--- config.mk ---
export PLATFORM = sky130hd
export DESIGN_NAME = counter_monitor
export DESIGN_NICKNAME = d
export VERILOG_FILES = /design/src/rtl/counter_monitor_pkg.sv /design/src/rtl/counter_monitor_sat_counter.sv /design/src/rtl/counter_monitor.sv
export SDC_FILE = /design/constraint.sdc
export NUM_CORES = 1
export LEC_CHECK = 0
export BUFFER_PORTS_ARGS = -buffer_cell sky130_fd_sc_hd__buf_2
export CAP_MARGIN = 20
export CORE_ASPECT_RATIO = 0.5
export CORE_MARGIN = 10
export CORE_UTILIZATION = 62
export CTS_BUF_LIST = sky130_fd_sc_hd__clkbuf_8
export CTS_CLUSTER_DIAMETER = 120
export DETAILED_ROUTE_END_ITERATION = 10
export GPL_TIMING_DRIVEN = 0
export PLACE_DENSITY = 0.87
export SLEW_MARGIN = 20
export SYNTH_ARGS = -nofsm -noshare
export SYNTH_HDL_FRONTEND = slang
export SYNTH_SLANG_ARGS = --single-unit
--- constraint.sdc ---
create_clock -name clk -period 3.5 [get_ports clk]
set_input_delay 0.7 -clock clk [delete_from_list [all_inputs] [get_ports clk]]
set_output_delay 0.7 -clock clk [all_outputs]
set_load 0.05 [all_outputs]
--- src/rtl/counter_monitor_pkg.sv ---
// Shared types, default parameters and the step-legality helper for the
// counter_monitor receive-side checker.
package counter_monitor_pkg;

  typedef enum logic [1:0] {
    UNLOCKED = 2'd0,
    LOCKED   = 2'd1,
    FAULT    = 2'd2
  } mon_state_e;

  localparam int unsigned DEF_WIDTH       = 8;
  localparam int unsigned DEF_CNT_WIDTH   = 8;
  localparam int unsigned DEF_LOCK_CYCLES = 4;

  // True when cur equals prev or prev+1, both taken modulo 2^width (width <= 32).
  function automatic logic is_legal_step(input logic [31:0] prev,
                                         input logic [31:0] cur,
                                         input int unsigned width);
    logic [31:0] mask;
    mask = (width >= 32'd32) ? 32'hFFFF_FFFF : ((32'd1 << width) - 32'd1);
    return ((cur & mask) == (prev & mask)) ||
           ((cur & mask) == ((prev + 32'd1) & mask));
  endfunction

endpackage

--- src/rtl/counter_monitor_sat_counter.sv ---
// Statistic counter with increment, synchronous clear (dominant) and an
// optional saturate-at-max mode; otherwise wraps modulo 2^CNT_WIDTH.
module monitor_sat_counter #(
  parameter int unsigned CNT_WIDTH = 8
) (
  input  logic                 clk,
  input  logic                 reset,
  input  logic                 inc,
  input  logic                 clear,
  input  logic                 sat_en,
  output logic [CNT_WIDTH-1:0] count
);

  localparam logic [CNT_WIDTH-1:0] CNT_MAX = {CNT_WIDTH{1'b1}};
  localparam logic [CNT_WIDTH-1:0] CNT_ONE = CNT_WIDTH'(1);

  logic [CNT_WIDTH-1:0] count_r;
  logic [CNT_WIDTH-1:0] count_n_s;

  // Next count: clear beats increment, saturation holds at max when enabled.
  always_comb begin
    count_n_s = count_r;
    if (clear) begin
      count_n_s = {CNT_WIDTH{1'b0}};
    end else if (inc) begin
      if (sat_en && (count_r == CNT_MAX)) begin
        count_n_s = count_r;
      end else begin
        count_n_s = count_r + CNT_ONE;
      end
    end else begin
      count_n_s = count_r;
    end
  end

  // Count register.
  always_ff @(posedge clk or posedge reset) begin
    if (reset) begin
      count_r <= {CNT_WIDTH{1'b0}};
    end else begin
      count_r <= count_n_s;
    end
  end

  assign count = count_r;

endmodule

--- src/rtl/counter_monitor.sv ---
// Checks that an observed counter holds or steps by one and that its flag
// equals (state == 0) | cond1; tracks lock, wraps and error statistics.
module counter_monitor
  import counter_monitor_pkg::*;
#(
  parameter int unsigned WIDTH       = DEF_WIDTH,
  parameter int unsigned CNT_WIDTH   = DEF_CNT_WIDTH,
  parameter int unsigned LOCK_CYCLES = DEF_LOCK_CYCLES
) (
  input  logic                 clk,
  input  logic                 reset,
  input  logic [WIDTH-1:0]     io_state,
  input  logic                 io_flag,
  input  logic                 io_cond1,
  input  logic                 io_clear,
  output logic                 io_locked,
  output logic                 io_error,
  output logic [CNT_WIDTH-1:0] io_errorCount,
  output logic [CNT_WIDTH-1:0] io_wrapCount
);

  localparam int unsigned RUN_W = $clog2(LOCK_CYCLES + 1);
  localparam logic [RUN_W-1:0] RUN_TARGET = RUN_W'(LOCK_CYCLES);
  localparam logic [RUN_W-1:0] RUN_ONE    = RUN_W'(1);

  mon_state_e        state_r;
  mon_state_e        state_n_s;
  logic [WIDTH-1:0]  prev_state_r;
  logic              prev_valid_r;
  logic [RUN_W-1:0]  run_cnt_r;
  logic [RUN_W-1:0]  run_cnt_n_s;
  logic              locked_r;
  logic              error_r;

  logic              flag_ok_s;
  logic              step_ok_s;
  logic              legal_s;
  logic              wrap_seen_s;
  logic              err_inc_s;
  logic              wrap_inc_s;

  // Legality of the current sample against the previous one.
  always_comb begin
    flag_ok_s   = (io_flag == ((io_state == {WIDTH{1'b0}}) | io_cond1));
    step_ok_s   = is_legal_step(32'(prev_state_r), 32'(io_state), WIDTH);
    legal_s     = flag_ok_s & (~prev_valid_r | step_ok_s);
    wrap_seen_s = prev_valid_r & (prev_state_r == {WIDTH{1'b1}}) &
                  (io_state == {WIDTH{1'b0}});
  end

  // Lock FSM next state, run counter and statistic increments.
  always_comb begin
    state_n_s   = state_r;
    run_cnt_n_s = run_cnt_r;
    err_inc_s   = 1'b0;
    wrap_inc_s  = 1'b0;
    case (state_r)
      UNLOCKED: begin
        if (legal_s) begin
          if ((run_cnt_r + RUN_ONE) == RUN_TARGET) begin
            state_n_s   = LOCKED;
            run_cnt_n_s = {RUN_W{1'b0}};
          end else begin
            run_cnt_n_s = run_cnt_r + RUN_ONE;
          end
        end else begin
          run_cnt_n_s = {RUN_W{1'b0}};
        end
      end
      LOCKED: begin
        if (legal_s) begin
          wrap_inc_s = wrap_seen_s;
        end else begin
          state_n_s = FAULT;
          err_inc_s = 1'b1;
        end
      end
      FAULT: begin
        // The sample seen here only refreshes prev_state_r.
        state_n_s   = UNLOCKED;
        run_cnt_n_s = {RUN_W{1'b0}};
      end
      default: begin
        state_n_s   = UNLOCKED;
        run_cnt_n_s = {RUN_W{1'b0}};
      end
    endcase
  end

  // FSM, history and registered status outputs.
  always_ff @(posedge clk or posedge reset) begin
    if (reset) begin
      state_r      <= UNLOCKED;
      prev_state_r <= {WIDTH{1'b0}};
      prev_valid_r <= 1'b0;
      run_cnt_r    <= {RUN_W{1'b0}};
      locked_r     <= 1'b0;
      error_r      <= 1'b0;
    end else begin
      state_r      <= state_n_s;
      prev_state_r <= io_state;
      prev_valid_r <= 1'b1;
      run_cnt_r    <= run_cnt_n_s;
      locked_r     <= (state_n_s == LOCKED);
      error_r      <= err_inc_s;
    end
  end

  monitor_sat_counter #(.CNT_WIDTH(CNT_WIDTH)) u_err_cnt (
    .clk    (clk),
    .reset  (reset),
    .inc    (err_inc_s),
    .clear  (io_clear),
    .sat_en (1'b1),
    .count  (io_errorCount)
  );

  monitor_sat_counter #(.CNT_WIDTH(CNT_WIDTH)) u_wrap_cnt (
    .clk    (clk),
    .reset  (reset),
    .inc    (wrap_inc_s),
    .clear  (io_clear),
    .sat_en (1'b0),
    .count  (io_wrapCount)
  );

  assign io_locked = locked_r;
  assign io_error  = error_r;

endmodule

==> metrics.cfg <==
[outcome]
status=completed

[placement]
port_buffers=30
gp_congestion=0.845
dpl.hpwl_um=3030

[hold_path]
min_path_type=input pin to asynchronous set/reset pin

[setup_path]
worstPathRequired_ns=3.68
critPathArrivalTime_ns=2.79
path_class=flop to flop
r2r-end=u_err_cnt.count[7]
cp.depth=9
slowest_stage=dfrtp_1
critical_path.endpoint_type=flop
ff2ff_setup_slack_ns=0.89
ff2ff_path_depth=9
crit_family=compound AO/OA/AOI/OAI gates
slowest_delay_ns=0.46
cp_cell_sequence=ha_1 > buf_2 > and3b_2 > o22ai_1 > o21ai_0 > o211a_4 > o21a_4 > nor4_2 > mux2_1
cp_max_fo=9
path_buf_inv=1
startpoint_type=flop
timing.rr.start=prev_state_r[0]

[floorplanning]
io_pins=31
start_util_pct=68.1
core-area_um2=2720
dieHeight_um=58.6
die_area_um2=5700
num_rows=13
dieWidth_um=97.3

[clock_tree]
clockBufferDepth=2
ctsHtreeMaxLevel=2
ctsHoldBuffers=0
clk_pin_slew_worst_paths_ns=0.07
cts_root_buffer=clkbuf_8
cts_sinks=32
tritoncts=done
postCtsSetupRepairBufs=0
insertion_delay_ns=0.29
numCtsBuffers=5
cts_resized=0

[global_routing]
first_global_vias=1599
grt_usage_pct=16.0
grt.overflow.total=0
grt_antenna_before_repair=0
grt_pass1_wl_um=7510
grt_max_degree=33

[yosys]
synth_cell_types=55
synth_area_um2=1850
async_flop_share_pct=100
synth_edf_count=0
syn-mean-instance-area_um2=10.2
synthFlopType=dfrtp_1
synth_cells=181
synth-seq-area-share_pct=43.3
synth_top_area_share_pct=43.3
synthTopCellsByArea=dfrtp_1 43%, xor2_1 5.7%, ha_1 3.4%, nor2b_1 3.4%, mux2_1 3.0%
synth_warnings=0
synthesis.nets=199
synth_seq_cells=32
synth.largest_area_cell=dfrtp_1

[run]
cap_violations=0

[routing]
drt-pass1-iter-count=4
wire_per_inst_um=17.1
via_per_inst=6.20
drtIter0Drc=64
routed_wl_um=4390
ant_nets=0
vias=1588
route.detailed.drc=0

[sta]
period_minus_slack_ns=2.61
worstMarginPinSlew_ns=0.673
slew_headroom_pct=55.0
final.setup.tns_ns=0
setup_viol=0
finClkSkew_ns=0.00505
hold_viol_final=0
rsz0062_at_grt=false
finalMaxSlewViolations=0
fmax_ghz=0.384
period_share_pct=74.5

[final_layout]
final_util_pct=79.5
fin_nets=236
diodes=0
area_growth_pct=16.6
drive_gt1_share_pct=25.6

[pwr]
leakage_uw=0.00104
power.density_nw_per_um2=383
peakVddDrop_mv=0.240

-- cell type report --
type,count,area [um2]
tap,37,46.3
clock buffer,5,68.8
timing repair buffer,30,150
buffer,5,27.5
multi-input combinational,140,1010
inverter,4,15.0
sequential,32,801
fill,187,558
clock inverter,3,42.5
-- routing by layer --
layer	global-route usage, %	routed length [um]	up-vias
li1	-	-	738
met2	28.9	2200	54
met1	17.5	1810	782
met3	4.77	291	14
met5	0	0	-
met4	7.20	91	0
-- cells by family (layout without fill, tap and decap cells) --
| group | after synthesis | count (layout) | synth area share (%) |
|---|---|---|---|
| adders and majority gates | 5 | 5 | 3.38 |
| DFF | 32 | 32 | 43.3 |
| xor gates and xnor gates | 15 | 15 | 7.10 |
| AOI/OAI and AO/OA | 40 | 40 | 16.7 |
| muxes | 6 | 6 | 3.58 |
| buffers and inverters | 9 | 47 | 2.30 |
| other | 1 | 1 | 0.203 |
| and+or+nand+nor | 73 | 73 | 23.5 |
-- registers in the layout, summed over array words and instances, names as in the netlist --
signal            cells
prev_state_r          8
u_err_cnt.count       8
state_r               2
run_cnt_r             3
u_wrap_cnt.count      8
io_locked             1
prev_valid_r          1
io_error              1
-- Yosys cell counts, types with 2 or more instances --
master / instances
nor4_1: 4
a21o_1: 2
ha_1: 5
and3_1: 3
nor2b_1: 10
mux2_1: 5
nor2_1: 12
dfrtp_1: 32
clkbuf_1: 3
a21oi_1: 10
xnor2_1: 3
or4_1: 2
or3_1: 3
o21ai_0: 6
o31ai_1: 2
xor2_1: 12
inv_1: 4
nand3_1: 9
nand4_1: 5
nand2_1: 9
nor3_1: 6
-- report_power, final --
group / leakage, uW / switching [uW] / internal (uW) / total, uW
Sequential: 0.000425 / 8.30 / 377 / 385
Clock: 0.0000541 / 153 / 211 / 363
Combinational: 0.000565 / 48.9 / 29.9 / 78.8
-- cell usage in the layout, fill, tap and decap left out, drive strengths merged, types with 2 or more instances in the layout --
cell | synthesis | layout
or3 | 3 | 3
nand4 | 5 | 5
xor2 | 12 | 12
nand2 | 10 | 10
xnor2 | 3 | 3
a21o | 2 | 2
o21a | 2 | 2
a21oi | 10 | 10
nor2 | 12 | 12
mux2 | 5 | 5
or4 | 2 | 2
nor3 | 6 | 6
buf | 2 | 32
inv | 4 | 4
dfrtp | 32 | 32
o31ai | 3 | 3
and3 | 3 | 3
nor4 | 6 | 6
nand3 | 9 | 9
ha | 5 | 5
o21ba | 2 | 2
o21ai | 9 | 9
clkbuf | 3 | 8
nor2b | 10 | 10
-- worst max path at each step --
stage,start,slack [ns],endpoint
floorplan,io_state[7],1.14,u_err_cnt.count[3]
global placement,io_state[1],0.80,u_wrap_cnt.count[7]
detailed placement,io_state[1],0.74,u_wrap_cnt.count[7]
CTS,prev_state_r[0],0.88,u_err_cnt.count[7]
global route,prev_state_r[0],0.78,u_err_cnt.count[7]
finish,prev_state_r[0],0.89,u_err_cnt.count[7]
-- per-stage QoR --
step                power, uW  std cells  area (um2)  worst slack (ns)  hold slack, ns
floorplan                 444        181        1850              1.14           0.493
global placement          466        248        2050             0.797           0.507
detailed placement        469        248        2050             0.737           0.537
CTS                       828        256        2160             0.881           0.525
global route              859        256        2160             0.777           0.550
finish                    827        256        2160             0.894           0.498
No activity file was read; power rests on OpenSTA's default activity.
